**src/rtl/burst_serializer.sv**
```systemverilog
// Write-line to beat serializer and read-burst tracker for the bmem interface.
// Optional: define BURST_SERIALIZER_BEAT_ADDR_INC_EN to step bmem_addr per write beat.
module burst_serializer #(
    parameter int LINE_WIDTH = 256,
    parameter int BEAT_WIDTH = 64,
    parameter int ADDR_WIDTH = 32
) (
    input  logic                  clk,
    input  logic                  rst,
    input  logic [ADDR_WIDTH-1:0] dfp_addr,
    input  logic                  dfp_read,
    input  logic                  dfp_write,
    input  logic [LINE_WIDTH-1:0] dfp_wdata,
    output logic                  dfp_resp,
    input  logic                  bmem_ready,
    input  logic                  bmem_rvalid,
    output logic [ADDR_WIDTH-1:0] bmem_addr,
    output logic                  bmem_read,
    output logic                  bmem_write,
    output logic [BEAT_WIDTH-1:0] bmem_wdata,
    output logic                  busy
);

    localparam int BEATS      = LINE_WIDTH / BEAT_WIDTH;
    localparam int CNT_W      = $clog2(BEATS);
    localparam int LINE_OFF_W = $clog2(LINE_WIDTH / 8);
    localparam int BEAT_OFF_W = $clog2(BEAT_WIDTH / 8);
    localparam logic [ADDR_WIDTH-1:0] ALIGN_MASK = {ADDR_WIDTH{1'b1}} << LINE_OFF_W;
    localparam logic [CNT_W-1:0]      LAST_BEAT  = CNT_W'(BEATS - 1);

    typedef enum logic [2:0] {
        IDLE    = 3'd0,
        WR_BEAT = 3'd1,
        WR_DONE = 3'd2,
        RD_CMD  = 3'd3,
        RD_WAIT = 3'd4
    } state_t;

    state_t                  state_r, state_s;
    logic [CNT_W-1:0]        cnt_r, cnt_s;
    logic [ADDR_WIDTH-1:0]   addr_r, addr_s;
    logic [LINE_WIDTH-1:0]   line_r, line_s;

    logic                    dfp_resp_s;
    logic [ADDR_WIDTH-1:0]   bmem_addr_s;
    logic                    bmem_read_s;
    logic                    bmem_write_s;
    logic [BEAT_WIDTH-1:0]   bmem_wdata_s;
    logic                    busy_s;

    // State, latched request and registered outputs
    always_ff @(posedge clk) begin
        if (rst) begin
            state_r    <= IDLE;
            cnt_r      <= {CNT_W{1'b0}};
            addr_r     <= {ADDR_WIDTH{1'b0}};
            line_r     <= {LINE_WIDTH{1'b0}};
            dfp_resp   <= 1'b0;
            bmem_addr  <= {ADDR_WIDTH{1'b0}};
            bmem_read  <= 1'b0;
            bmem_write <= 1'b0;
            bmem_wdata <= {BEAT_WIDTH{1'b0}};
            busy       <= 1'b0;
        end else begin
            state_r    <= state_s;
            cnt_r      <= cnt_s;
            addr_r     <= addr_s;
            line_r     <= line_s;
            dfp_resp   <= dfp_resp_s;
            bmem_addr  <= bmem_addr_s;
            bmem_read  <= bmem_read_s;
            bmem_write <= bmem_write_s;
            bmem_wdata <= bmem_wdata_s;
            busy       <= busy_s;
        end
    end

    // Next-state logic; outputs are decoded from the next state so they register cleanly
    always_comb begin
        state_s      = state_r;
        cnt_s        = cnt_r;
        addr_s       = addr_r;
        line_s       = line_r;
        dfp_resp_s   = 1'b0;
        bmem_addr_s  = {ADDR_WIDTH{1'b0}};
        bmem_read_s  = 1'b0;
        bmem_write_s = 1'b0;
        bmem_wdata_s = {BEAT_WIDTH{1'b0}};
        busy_s       = 1'b0;

        case (state_r)
            IDLE: begin
                if (dfp_write && bmem_ready) begin
                    addr_s  = dfp_addr & ALIGN_MASK;
                    line_s  = dfp_wdata;
                    cnt_s   = {CNT_W{1'b0}};
                    state_s = WR_BEAT;
                end else if (dfp_read && bmem_ready) begin
                    addr_s  = dfp_addr & ALIGN_MASK;
                    cnt_s   = {CNT_W{1'b0}};
                    state_s = RD_CMD;
                end else begin
                    state_s = IDLE;
                end
            end
            WR_BEAT: begin
                // bmem_ready is deliberately not consulted: a started burst never stalls
                if (cnt_r == LAST_BEAT) begin
                    cnt_s   = {CNT_W{1'b0}};
                    state_s = WR_DONE;
                end else begin
                    cnt_s   = cnt_r + CNT_W'(1);
                end
            end
            WR_DONE: begin
                state_s = IDLE;
            end
            RD_CMD: begin
                cnt_s   = {CNT_W{1'b0}};
                state_s = RD_WAIT;
            end
            RD_WAIT: begin
                if (bmem_rvalid) begin
                    if (cnt_r == LAST_BEAT) begin
                        cnt_s   = {CNT_W{1'b0}};
                        state_s = IDLE;
                    end else begin
                        cnt_s   = cnt_r + CNT_W'(1);
                    end
                end else begin
                    cnt_s = cnt_r;
                end
            end
            default: begin
                cnt_s   = {CNT_W{1'b0}};
                state_s = IDLE;
            end
        endcase

        case (state_s)
            WR_BEAT: begin
                bmem_write_s = 1'b1;
                bmem_wdata_s = line_s[BEAT_WIDTH*int'(cnt_s) +: BEAT_WIDTH];
`ifdef BURST_SERIALIZER_BEAT_ADDR_INC_EN
                bmem_addr_s  = addr_s + (ADDR_WIDTH'(cnt_s) << BEAT_OFF_W);
`else
                bmem_addr_s  = addr_s;
`endif
            end
            WR_DONE: begin
                dfp_resp_s = 1'b1;
            end
            RD_CMD: begin
                bmem_read_s = 1'b1;
                bmem_addr_s = addr_s;
            end
            default: begin
                bmem_read_s = 1'b0;
            end
        endcase
        busy_s = (state_s != IDLE);
    end

endmodule

```
**config.mk**
```make
export PLATFORM = sky130hd
export DESIGN_NAME = burst_serializer
export DESIGN_NICKNAME = d
export VERILOG_FILES = /design/src/rtl/burst_serializer.sv
export SDC_FILE = /design/constraint.sdc
export NUM_CORES = 1
export LEC_CHECK = 0
export ABC_AREA = 1
export CAP_MARGIN = 20
export CORE_MARGIN = 3
export CORE_UTILIZATION = 45
export DETAILED_ROUTE_END_ITERATION = 10
export PLACE_DENSITY_LB_ADDON = 0.2
export REMOVE_ABC_BUFFERS = 1
export SYNTH_ARGS = -nofsm -noshare
export SYNTH_HDL_FRONTEND = slang
export SYNTH_SLANG_ARGS = --single-unit
```
**constraint.sdc**
```tcl
create_clock -name clk -period 2.3 [get_ports clk]
set_clock_uncertainty 0.05 [all_clocks]
set_input_delay 0.23 -clock clk [delete_from_list [all_inputs] [get_ports clk]]
set_output_delay 0.23 -clock clk [all_outputs]
set_load 0.02 [all_outputs]
```
==> flow_summary.ini <==
[outcome]
status = completed

[worst_hold_path]
min_from = dfp_addr[9]
min_path_type = input pin to flop
min_to = addr_r[9]
min_path_cells = 3

[power_and_ir_drop]
ir_drop_uv = 655
total_leakage_power_nw = 10.8
p_per_area_nw_per_um2 = 784
share_seq_of_total_power_pct = 41.4
clockPowerShare_pct = 36.7
comb_power_share_pct = 21.8
total_power_w = 0.0181
swShare_pct = 28.2
internal_power_w = 0.0130
power_switching_w = 0.00509

[clocking]
htree_levels = 2
root_buffer = clkbuf_16
cts.clk_slew.worst_paths_ps = 60
clk_path_buf_depth = 3
cts_sinks = 393
clock_latency_ps = 540
numCtsBuffers = 43
cts_tree = built

[sta]
final_max_slew_viol_count = 0
finalCriticalPeriod_ps = 2090
rsz0062_at_grt = false
hold_violations = 0
fmax_mhz = 478
setup_viol = 0
slew_headroom_pct = 40.4
worst_slew_pin_slew_ps = 893
hold_slack_ps = 285
fin_crit_sh_pct = 91.0

[worst_setup_path]
worst_ep_arrival_time_ps = 2510
timing.rr.end = bmem_wdata[2]
critPathMaxFanout = 23
ff2ff_path_depth = 7
cpMaxStageDelayCell = dfxtp_1
r2r_slack_ps = 210
critPathKind = flop to flop
r2r_start = state_r[2]
crit_family = simple AND/OR/NAND/NOR gates
critPathLaunchType = flop
cp_num_buf_inv = 2
path_cells = inv_4, nor3_1, nand2_1, nand4_4, buf_12, nand3_1, a21oi_1
cpPeakStageDelay_ps = 430
crit_path_end_kind = flop
critical_path_required_ps = 2720

[final_layout]
n_fill_cell = 3316
final_common_cell = nand2_1
final_nets = 3101
final_cell_mix = nand2_1, inv_1, dfxtp_1, clkdlybuf4s50_1, nor2_1
drive_gt1_share_pct = 6.00
syn2layout_area_growth_pct = 37.0
multiInputGateArea_um2 = 6750
seq_area_um2 = 7870

[global_routing]
grt-ovfl-total = 0
grt_pass1_wl_um = 83100
grt_pass1_vias = 16500
grt.total_usage_pct = 25.6
grt_antenna_before_repair = 5
grt_max_degree = 163

[synthesis]
synth_cell_types = 21
synth_xor_area_share_pct = 0
ys_seq_area_share_pct = 46.8
synth_top_area_share_pct = 46.8
syn_area_per_cell_um2 = 6.83
synth_compound_area_share_pct = 5.98
yosysTopAreaCell = dfxtp_1
synth_area_leaders = dfxtp_1, nand2_1, inv_1
synthSimpleGateAreaFrac_pct = 32.0
synth_top_family_by_area = simple AND/OR/NAND/NOR gates
synth_mux_area_share_pct = 1.61
synth_area_um2 = 16800
synth_fa_ha_area_share_pct = 0.0743
ys_ff_latch = 393
netlist_instances = 2464
ys_warn_count = 0

[die]
coreArea_um2 = 36700
io_pins = 394
fp.dieH_um = 199
dieWidth_um = 199
die_area_um2 = 39800
start_util_pct = 45.9
std_cell_rows = 70

[placed_design]
gp_congestion = 0.843
port_buffers = 388
hpwl_um = 32400

[run]
cap_violations = 0

[drt]
first_pass_iters = 5
wl_um = 52100
routedWlPerCell_um = 15.8
initialDrtViolationCount = 1170
via_per_inst = 5.11
ant_nets = 0
drc = 0
vias = 16900
[per-stage QoR]
stage / setup WS, ps / instance area [um^2] / std cells / TNS [ps] / util, %
detailed placement: 1.17 / 21700 / 3228 / 0 / 59.1
global route: 57.5 / 23100 / 3305 / 0 / 62.8
finish: 208 / 23100 / 3305 / 0 / 62.8
CTS: 248 / 23100 / 3303 / 0 / 62.8
global placement: 48.4 / 21700 / 3228 / 0 / 59.1
floorplan: -7460 / 16100 / 2278 / -2232110 / -
[layout make-up]
type,count,share of cell area [%]
diodes,2,0.0217
multi-input cells,1482,29.3
clock buffers,64,5.50
clock inverters,10,0.358
repair buffers,483,21.6
flip-flops and latches,393,34.1
inverters,403,6.60
well taps,468,2.54
[worst min-delay path, delay by kind of cell]
| family | cells | cell delay [ps] |
|---|---|---|
| buf+inv | 1 | 450 |
| mux | 1 | 80 |
| simple gates | 1 | 80 |
[worst max-delay path by stage]
| stage | end | cells past startpoint | slack [ps] | from |
|---|---|---|---|---|
| 2_1_floorplan | bmem_wdata[11] | 7 | -7460 | state_r[1] |
| 3_3_place_gp | bmem_wdata[32] | 11 | 50 | bmem_ready |
| 3_5_place_dp | bmem_wdata[59] | 11 | 1 | bmem_ready |
| 4_1_cts | bmem_wdata[24] | 7 | 250 | state_r[2] |
| 5_1_grt | bmem_wdata[26] | 10 | 60 | state_r[2] |
| 6_report | bmem_wdata[2] | 7 | 210 | state_r[2] |
[kinds of logic after synthesis]
logic type      after synthesis
flops                       393
mux                          27
buf+inv                     589
simple gates               1254
fa+ha+maj                     1
compound gates              200
[per-layer routing]
metal | track usage (%) | vias to the layer above | part of all wire (%)
li1 | - | 8342 | -
met1 | 31.6 | 7777 | 41
met2 | 43.2 | 666 | 47
met3 | 6.95 | 111 | 9.4
met4 | 8.87 | 6 | 2.7
met5 | 0 | - | 0.10
[flip-flops by register name, indices dropped and copies added, names as in the netlist]
signal,count
line_r,256
bmem_write,1
dfp_resp,1
bmem_addr,32
addr_r,32
busy,1
state_r,3
bmem_read,1
bmem_wdata,64
cnt_r,2
[cells in the mapped netlist]
cell / n
nand3_1: 262
ha_1: 1
clkbuf_1: 109
nor2_2: 3
dfxtp_1: 393
nor4_1: 1
buf_4: 3
o21ai_0: 131
nand4_1: 128
inv_2: 3
buf_2: 49
a32oi_1: 1
nand2_1: 527
nor3_1: 12
nor2_1: 320
buf_1: 25
a21oi_1: 67
nand4_2: 1
mux2i_1: 27
a31oi_1: 1
inv_1: 400
[power by group through the flow]
stage               clock (W)  combinational [W]  sequential, W
finish                0.00664            0.00395        0.00749
global route          0.00702            0.00441        0.00754
CTS                   0.00677            0.00396        0.00750
detailed placement          0            0.00392        0.00764
global placement            0            0.00386        0.00763
floorplan                   0            0.00203        0.00777
[repair_timing]
| action | in CTS | in global routing |
|---|---|---|
| buffers inserted | 0 | 0 |
| resized for setup | 0 | 0 |
| hold buffers | 1 | 0 |
| hold endpoints to repair | 1 | 0 |
Power figures use the tool's default switching activity.
